$ cat src/rtl/branch_pkg.sv
// Shared definitions for the branch resolve unit: funct3 codes, BHT constants,
// the registered result flag bundle and the BHT counter update helper.
package branch_pkg;

  localparam logic [2:0] F3_BEQ  = 3'b000;
  localparam logic [2:0] F3_BNE  = 3'b001;
  localparam logic [2:0] F3_BLT  = 3'b100;
  localparam logic [2:0] F3_BGE  = 3'b101;
  localparam logic [2:0] F3_BLTU = 3'b110;
  localparam logic [2:0] F3_BGEU = 3'b111;

  localparam logic [1:0] BHT_INIT = 2'b01;

  // Registered per-result flags held alongside the registered target
  typedef struct packed {
    logic taken;
    logic illegal;
    logic mispredict;
  } result_flags_t;

  // Two-bit saturating counter step toward the resolved direction
  function automatic logic [1:0] bht_next(input logic [1:0] cnt, input logic taken);
    logic [1:0] nxt;
    nxt = cnt;
    if (taken) begin
      if (cnt != 2'b11) nxt = cnt + 2'b01;
    end else begin
      if (cnt != 2'b00) nxt = cnt - 2'b01;
    end
    return nxt;
  endfunction

endpackage

$ cat src/rtl/branch_cmp.sv
// Combinational RV branch condition evaluator on full operands.
module branch_cmp
  import branch_pkg::*;
#(
  parameter int unsigned XLEN = 32
) (
  input  logic [2:0]      funct3,
  input  logic [XLEN-1:0] rs1_data,
  input  logic [XLEN-1:0] rs2_data,
  output logic            taken,
  output logic            illegal
);

  // Select the condition; reserved encodings are flagged illegal and never taken
  always_comb begin
    taken   = 1'b0;
    illegal = 1'b0;
    case (funct3)
      F3_BEQ:  taken = (rs1_data == rs2_data);
      F3_BNE:  taken = (rs1_data != rs2_data);
      F3_BLT:  taken = ($signed(rs1_data) <  $signed(rs2_data));
      F3_BGE:  taken = ($signed(rs1_data) >= $signed(rs2_data));
      F3_BLTU: taken = (rs1_data <  rs2_data);
      F3_BGEU: taken = (rs1_data >= rs2_data);
      default: illegal = 1'b1;
    endcase
  end

endmodule

$ cat src/rtl/branch_resolve_unit.sv
// Branch resolve unit: evaluates the branch condition, computes the next PC and
// registers the result behind a valid/ready handshake with statistics counters.
// Optional branch history table enabled by defining BRANCH_PRED_EN.
module branch_resolve_unit
  import branch_pkg::*;
#(
  parameter int unsigned XLEN      = 32,
  parameter int unsigned CNT_W     = 32,
  parameter int unsigned BHT_IDX_W = 4
) (
  input  logic             clk,
  input  logic             rst_n,
  input  logic             flush,
  input  logic             in_valid,
  output logic             in_ready,
  input  logic             BRANCH,
  input  logic [2:0]       funct3,
  input  logic [XLEN-1:0]  rs1_data,
  input  logic [XLEN-1:0]  rs2_data,
  input  logic [XLEN-1:0]  pc,
  input  logic [XLEN-1:0]  imm,
  input  logic             pred_taken,
  output logic             out_valid,
  input  logic             out_ready,
  output logic             TAKEN,
  output logic [XLEN-1:0]  TARGET,
  output logic             ILLEGAL,
  output logic             MISPREDICT,
  output logic [CNT_W-1:0] branch_cnt,
  output logic [CNT_W-1:0] taken_cnt
`ifdef BRANCH_PRED_EN
  ,
  output logic             bht_pred
`endif
);

  localparam logic [CNT_W-1:0] CNT_MAX = '1;

  logic            cmp_taken;
  logic            cmp_illegal;
  logic            accept_c;
  logic            valid_branch_c;
  logic [XLEN-1:0] target_c;
  result_flags_t   res_c;
  result_flags_t   res_q;

  branch_cmp #(.XLEN(XLEN)) u_cmp (
    .funct3   (funct3),
    .rs1_data (rs1_data),
    .rs2_data (rs2_data),
    .taken    (cmp_taken),
    .illegal  (cmp_illegal)
  );

  assign in_ready       = !out_valid || out_ready;
  assign accept_c       = in_valid && in_ready && !flush;
  assign valid_branch_c = BRANCH && !cmp_illegal;

  // Resolve the request; non-branches fall through to pc+4
  always_comb begin
    res_c            = '0;
    res_c.taken      = BRANCH && cmp_taken;
    res_c.illegal    = BRANCH && cmp_illegal;
`ifdef BRANCH_PRED_EN
    res_c.mispredict = res_c.taken != pred_taken;
`endif
    target_c = pc + (res_c.taken ? imm : XLEN'(4));
  end

  // Output register: flush wins over both accept and consumer handshake
  always_ff @(posedge clk or negedge rst_n) begin
    if (!rst_n) begin
      out_valid <= 1'b0;
      res_q     <= '0;
      TARGET    <= '0;
    end else if (flush) begin
      out_valid <= 1'b0;
    end else if (accept_c) begin
      out_valid <= 1'b1;
      res_q     <= res_c;
      TARGET    <= target_c;
    end else if (out_ready) begin
      out_valid <= 1'b0;
    end
  end

  assign TAKEN      = res_q.taken;
  assign ILLEGAL    = res_q.illegal;
  assign MISPREDICT = res_q.mispredict;

  // Saturating statistics, counted at accept time
  always_ff @(posedge clk or negedge rst_n) begin
    if (!rst_n) begin
      branch_cnt <= '0;
      taken_cnt  <= '0;
    end else if (accept_c) begin
      if (valid_branch_c && branch_cnt != CNT_MAX) branch_cnt <= branch_cnt + CNT_W'(1);
      if (res_c.taken && taken_cnt != CNT_MAX)     taken_cnt  <= taken_cnt + CNT_W'(1);
    end
  end

`ifdef BRANCH_PRED_EN
  localparam int unsigned BHT_N = 1 << BHT_IDX_W;

  logic [1:0]           bht [BHT_N];
  logic [BHT_IDX_W-1:0] bht_idx_c;

  assign bht_idx_c = pc[BHT_IDX_W+1:2];
  assign bht_pred  = bht[bht_idx_c][1];

  // History table trained on every accepted legal branch
  always_ff @(posedge clk or negedge rst_n) begin
    if (!rst_n) begin
      for (int i = 0; i < BHT_N; i++) bht[i] <= BHT_INIT;
    end else if (accept_c && valid_branch_c) begin
      bht[bht_idx_c] <= bht_next(bht[bht_idx_c], res_c.taken);
    end
  end
`else
  logic unused_pred;
  assign unused_pred = ^{pred_taken, pc[BHT_IDX_W+1:2]};
`endif

endmodule

$ cat config.mk
export PLATFORM = sky130hd
export DESIGN_NAME = branch_resolve_unit
export DESIGN_NICKNAME = d
export VERILOG_FILES = /design/src/rtl/branch_pkg.sv /design/src/rtl/branch_cmp.sv /design/src/rtl/branch_resolve_unit.sv
export SDC_FILE = /design/constraint.sdc
export NUM_CORES = 1
export LEC_CHECK = 0
export ABC_CLOCK_PERIOD_IN_PS = 7910
export CORE_ASPECT_RATIO = 1.1
export CORE_MARGIN = 2
export CORE_UTILIZATION = 25
export DETAILED_ROUTE_END_ITERATION = 8
export GPL_ROUTABILITY_DRIVEN = 1
export HOLD_SLACK_MARGIN = 0.06
export PLACE_DENSITY = 0.58
export SETUP_SLACK_MARGIN = 0.4
export SYNTH_ARGS = -nofsm -noshare
export SYNTH_HDL_FRONTEND = slang
export SYNTH_SLANG_ARGS = --single-unit
$ cat constraint.sdc
create_clock -name clk -period 7.91 [get_ports clk]
set_clock_uncertainty 0.2 [all_clocks]
set_input_delay 1.1865 -clock clk [delete_from_list [all_inputs] [get_ports clk]]
set_output_delay 1.1865 -clock clk [all_outputs]
set_load 0.01 [all_outputs]
Word-level counts from Yosys, hierarchy flattened
Cells that the tools add are included.
{ "classes": {"n_lt_le_gt_ge": 4, "n_bitwise": 1, "add_sub_neg": 3, "mux": 6, "reduce_logical": 16, "n_eq_ne": 9} }
{ "ops": {"columns": ["cell", "count"], "rows": [
  ["$add 32x1->32 const B", 2],
  ["$ge 32x32->1", 2],
  ["$lt 32x32->1", 2],
  ["$ne 32x32->1 const B", 2],
  ["$add 32x32->32", 1],
  ["$eq 32x32->1", 1],
  ["$mux 32", 1],
  ["$ne 32x32->1", 1],
  ["$eq 3x3->1 const B", 4],
  ["$logic_and 1x1->1", 7],
  ["$pmux 1 s6", 1],
  ["$reduce_and 2->1", 3],
  ["$reduce_or 6->1", 1],
  ["$mux 1", 4],
  ["$eq 3x1->1 const B", 1],
  ["$logic_not 3->1", 1],
  ["$reduce_bool 3->1", 1],
  ["$logic_not 1->1", 2],
  ["$logic_or 1x1->1", 1],
  ["$not 1->1", 1]
]} }
{ "totals": {"regBits": 99, "elab_cells": 45, "in_bits": 138} }

Depth between registers and ports, before layout
{ "logic_depth": {"ltp_word": 6, "depth_mapped": 25, "depth_no_buf": 24} }

Modules after synthesis
From an unflattened synthesis, not the netlist that was laid out.
{ "unflattened": {"cells_unflattened": 825, "hier_area_um2": 7245.7} }
{ "modules_own_cells": {"columns": ["module", "area_per_inst_um2", "cells_per_inst", "seq_area_each_um2", "instances"], "rows": [
  ["branch_resolve_unit", 6316.1, 696, 2477.4, 1],
  ["branch_cmp", 929.6, 129, 0.0, 1]
]} }

Worst setup path after synthesis
OpenSTA, ideal clock, no wires.
{ "synth_path": {"path_kind": "input -> register", "from": "input port rs2_data[14]", "to": "register TARGET[30]", "slack_ns": 1.665, "path_stages": 25, "t_arrival_ns": 5.959, "setup_time_ns": 0.087, "cell_sequence": "inv_1 -> ha_1 -> a21oi_1 -> nand2_1 -> a22o_1 -> or4_4 -> a211oi_1 -> mux2_2 -> o311a_4 -> nor2_1 -> clkbuf_1 -> and2_1 -> ha_1 -> inv_1 -> fa_1 -> nor2b_1 -> o21ai_0 -> nand2b_1 -> a21oi_1 -> o21ai_0 -> a31oi_1 -> nor2_1 -> a311oi_1 -> a2111o_1 -> o211ai_1"} }
{ "synth_via": {"elab_chain_len": 5} }
{ "synth_rtl": {"columns": ["element", "line_no", "rtl"], "rows": [
  ["from (decl)", "branch_resolve_unit.sv:19", "input logic [XLEN-1:0] rs2_data,"],
  ["$ge 32x32->1 (tied with other cells)", "branch_cmp.sv:24", "F3_BGEU: taken = (rs1_data >= rs2_data);"],
  ["$pmux 1 s6 *", "branch_cmp.sv:18", "case (funct3)"],
  ["$logic_and 1x1->1 *", "branch_resolve_unit.sv:62", "res_c.taken = BRANCH && cmp_taken;"],
  ["$mux 32 *", "branch_resolve_unit.sv:67", "target_c = pc + (res_c.taken ? imm : XLEN'(4));"],
  ["$add 32x32->32 *", "branch_resolve_unit.sv:67", null],
  ["to (signal assigned)", "branch_resolve_unit.sv:81", "TARGET <= target_c;"],
  ["to (decl)", "branch_resolve_unit.sv:26", "output logic [XLEN-1:0] TARGET,"]
]} }
Every way passes the cells marked *; elsewhere a longest branch is shown, timed or not.
A chain may end at the register's enable or synchronous reset.

Final worst setup path
{ "layout_path": {"from": "input port rs2_data[7]", "to": "register TARGET[30]"} }
The elaborated chain is that of the path after synthesis.

==> impl_metrics.py <==
metrics = {
    "status": {
        "outcome": "complete, no violations",
    },
    "routing": {
        "drcViolationCount": 0,
        "vias": 5909,
        "post_drt_wl_per_cell_um": 14.3,
        "viasPerCell": 4.48,
        "ant_nets": 0,
        "drtIter0Drc": 255,
        "firstDrtPassIters": 4,
        "drt_wl_total_um": 18900,
    },
    "worst_setup_path": {
        "slowest_stage": "clkdlybuf4s50_1",
        "worstSetupEndpointType": "register",
        "crit_required_ns": 7.97,
        "path_buf_inv": 3,
        "worstSetupPathType": "in -> reg",
        "path_delay_family": "compound AO/OA/AOI/OAI gates",
        "critPathLaunchType": "primary input",
        "crit_path_frequent_cell": "o21ai_0",
        "cp_max_fo": 14,
        "arrival_ns": 6.89,
        "slowest_delay_ns": 0.45,
    },
    "cells_and_area": {
        "post_layout_nonfiller_instances": 1320,
        "seq_area_um2": 2480,
        "syn_to_final_growth_pct": 45.7,
        "final_area_um2": 9770,
        "diodes": 0,
        "drive_gt1_share_pct": 4.03,
        "multi_input_area_um2": 3990,
        "nets": 1168,
        "fill_cells": 2744,
    },
    "timing": {
        "max_freq_mhz": 147,
        "slew-limit-headroom_pct": 31.9,
        "setup_violations": 0,
        "drv_slew": 0,
        "hold_viol": 0,
        "fin_ws_ns": 1.09,
        "fin_tns_setup_ns": 0,
        "rsz0062_at_grt": "no",
        "tightest_slew_ns": 1.02,
        "post-route-period-util_pct": 86.3,
        "fin_crit_ns": 6.82,
    },
    "global_routing": {
        "grt_most_used_layer": "met2",
        "grt_first_pass_wirelength_um": 30000,
        "grt_pass1_vias": 5719,
        "grtUsageTotal_pct": 13.3,
        "antenna_found_initial": 0,
        "met3_usage_pct": 2.93,
        "met2_usage_pct": 21.6,
        "grt_use_met1_pct": 17.1,
        "grt_overflow": 0,
        "grt_max_degree": 71,
    },
    "die": {
        "die_width_um": 160,
        "initial_core_util_pct": 25.6,
        "dieArea_um2": 28100,
        "pin_count": 239,
        "core_um2": 26200,
        "fp.dieH_um": 176,
        "placementRows": 62,
    },
    "synthesis": {
        "avgSynthCellArea_um2": 9.22,
        "synthTopCellsByArea": "dfrtp_1, ha_1, xnor2_1",
        "synth_common_cells": "dfrtp_1, nand2_1, ha_1, xnor2_1, inv_1",
        "synthArstFlopShare_pct": 100,
        "synth_top_cell_area_share_pct": 36.9,
        "ys_ff_latch": 99,
        "syn-num-nets": 931,
        "synth_seq_area_share_pct": 36.9,
        "yosysMostFrequentCell": "dfrtp_1",
        "syn_inst": 727,
        "synthFlopType": "dfrtp_1",
        "synth_top_cell_by_area": "dfrtp_1",
        "syn-cell-area_um2": 6710,
        "ys_types": 57,
        "synth_edf_count": 0,
        "ys_warn_count": 0,
    },
    "placement": {
        "portBuffers": 236,
        "post-place-ws_ns": 0.439,
        "place.gp.congestion": 0.813,
        "place_inst": 1305,
        "dp_hpwl_um": 15200,
        "placed_area_um2": 9470,
    },
    "clock_tree": {
        "numCtsBuffers": 9,
        "post_cts_resized": 0,
        "cts.clk_slew.worst_paths_ns": 0.07,
        "cts_hold_buf": 0,
        "cts.sinks": 99,
        "htree_levels": 3,
        "root_buffer": "clkbuf_16",
        "post_cts_buffers": 0,
        "clk-insertion-delay-late_ns": 0.35,
        "clock_path_buffers": 2,
        "cts_tree": "yes",
    },
    "pwr": {
        "leakage_uw": 0.00436,
        "finalPower_uw": 1500,
        "powerDensity_nw_per_um2": 154,
        "ir_worst_vdd_mv": 0.0860,
    },
    "flow_run": {
        "drv_cap": 0,
    },
    "hold_path": {
        "worstHoldPathType": "reg -> reg",
    },
}
final timing paths:
kind | from | cells past startpoint | endpoint | slack (ns)
worst max-delay path | rs2_data[7] | 25 | TARGET[30]$_DFFE_PN0P_ | 1.09
max in group asynchronous | rst_n | 2 | TARGET[1]$_DFFE_PN0P_ | 5.68
worst min-delay path | TAKEN$_DFFE_PN0P_ | 2 | TAKEN$_DFFE_PN0P_ | 0.27
worst min register to register | TAKEN$_DFFE_PN0P_ | 2 | TAKEN$_DFFE_PN0P_ | 0.27
min in group asynchronous | rst_n | 1 | branch_cnt[23]$_DFFE_PN0P_ | 0.56
worst max register to register | out_valid$_DFFE_PN0P_ | 9 | branch_cnt[21]$_DFFE_PN0P_ | 4.40
cell type report:
cell class / instances / share of cell area, %
clock inverter: 5 / 0.628
multi-input combinational: 566 / 40.8
sequential: 99 / 25.4
timing repair buffer: 241 / 24.5
clock buffer: 10 / 2.34
inverter: 47 / 1.81
tap: 352 / 4.51
cells in the final DEF (no fill, tap or decap), types with 4 or more instances in the layout:
| master | count |
|---|---|
| ha_1 | 65 |
| nor2b_1 | 9 |
| buf_4 | 6 |
| nand2b_1 | 5 |
| clkbuf_16 | 9 |
| a21o_1 | 19 |
| o211ai_1 | 5 |
| nand3_1 | 27 |
| and2_1 | 32 |
| and4_1 | 10 |
| xnor2_1 | 58 |
| nand2_1 | 85 |
| o31ai_1 | 4 |
| nand4_1 | 25 |
| nor3_1 | 13 |
| o21bai_1 | 5 |
| dfrtp_1 | 99 |
| a31oi_1 | 7 |
| o21ai_0 | 44 |
| nor2_1 | 26 |
| clkdlybuf4s50_1 | 235 |
| and3_1 | 14 |
| inv_1 | 47 |
| o21a_1 | 6 |
| xor2_1 | 32 |
| a21oi_1 | 35 |
stage by stage:
step / hold WS [ns] / utilization, %
detailed placement: 0.268 / 36.1
CTS: 0.279 / 37.2
finish: 0.274 / 37.3
floorplan: 0.307 / -
global route: 0.288 / 37.3
global placement: 0.252 / 36.1
logic make-up after synthesis:
| kind of cell | after synthesis | synth area share, % |
|---|---|---|
| buf+inv | 62 | 3.77 |
| fa+ha+maj | 66 | 12.4 |
| mux | 4 | 0.653 |
| flops | 99 | 36.9 |
| xor+xnor | 90 | 11.8 |
| simple gates | 265 | 21.0 |
| other cells | 1 | 0.0559 |
| compound gates | 140 | 13.3 |
where the power goes:
group | internal, uW | switching, uW | leakage, uW | total (uW)
Clock | 247 | 202 | 0.000144 | 449
Combinational | 244 | 204 | 0.00291 | 448
Sequential | 559 | 46.8 | 0.00131 | 606
per-layer routing:
metal  vias up  routed length (um)
met5         -                   0
li1       3010                   -
met2       160                8680
met4         0                 490
met1      2714                8680
met3        25                1060
sequential cells by signal (all words and copies together) (netlist names):
register	cells
taken_cnt	32
TARGET	32
branch_cnt	32
ILLEGAL	1
out_valid	1
TAKEN	1
worst min-delay path, delay by kind of cell (launching register included):
family        cells  cell delay, ns
flops             1            0.34
simple gates      2            0.10
Note: power is estimated with default switching activity, not from simulation.
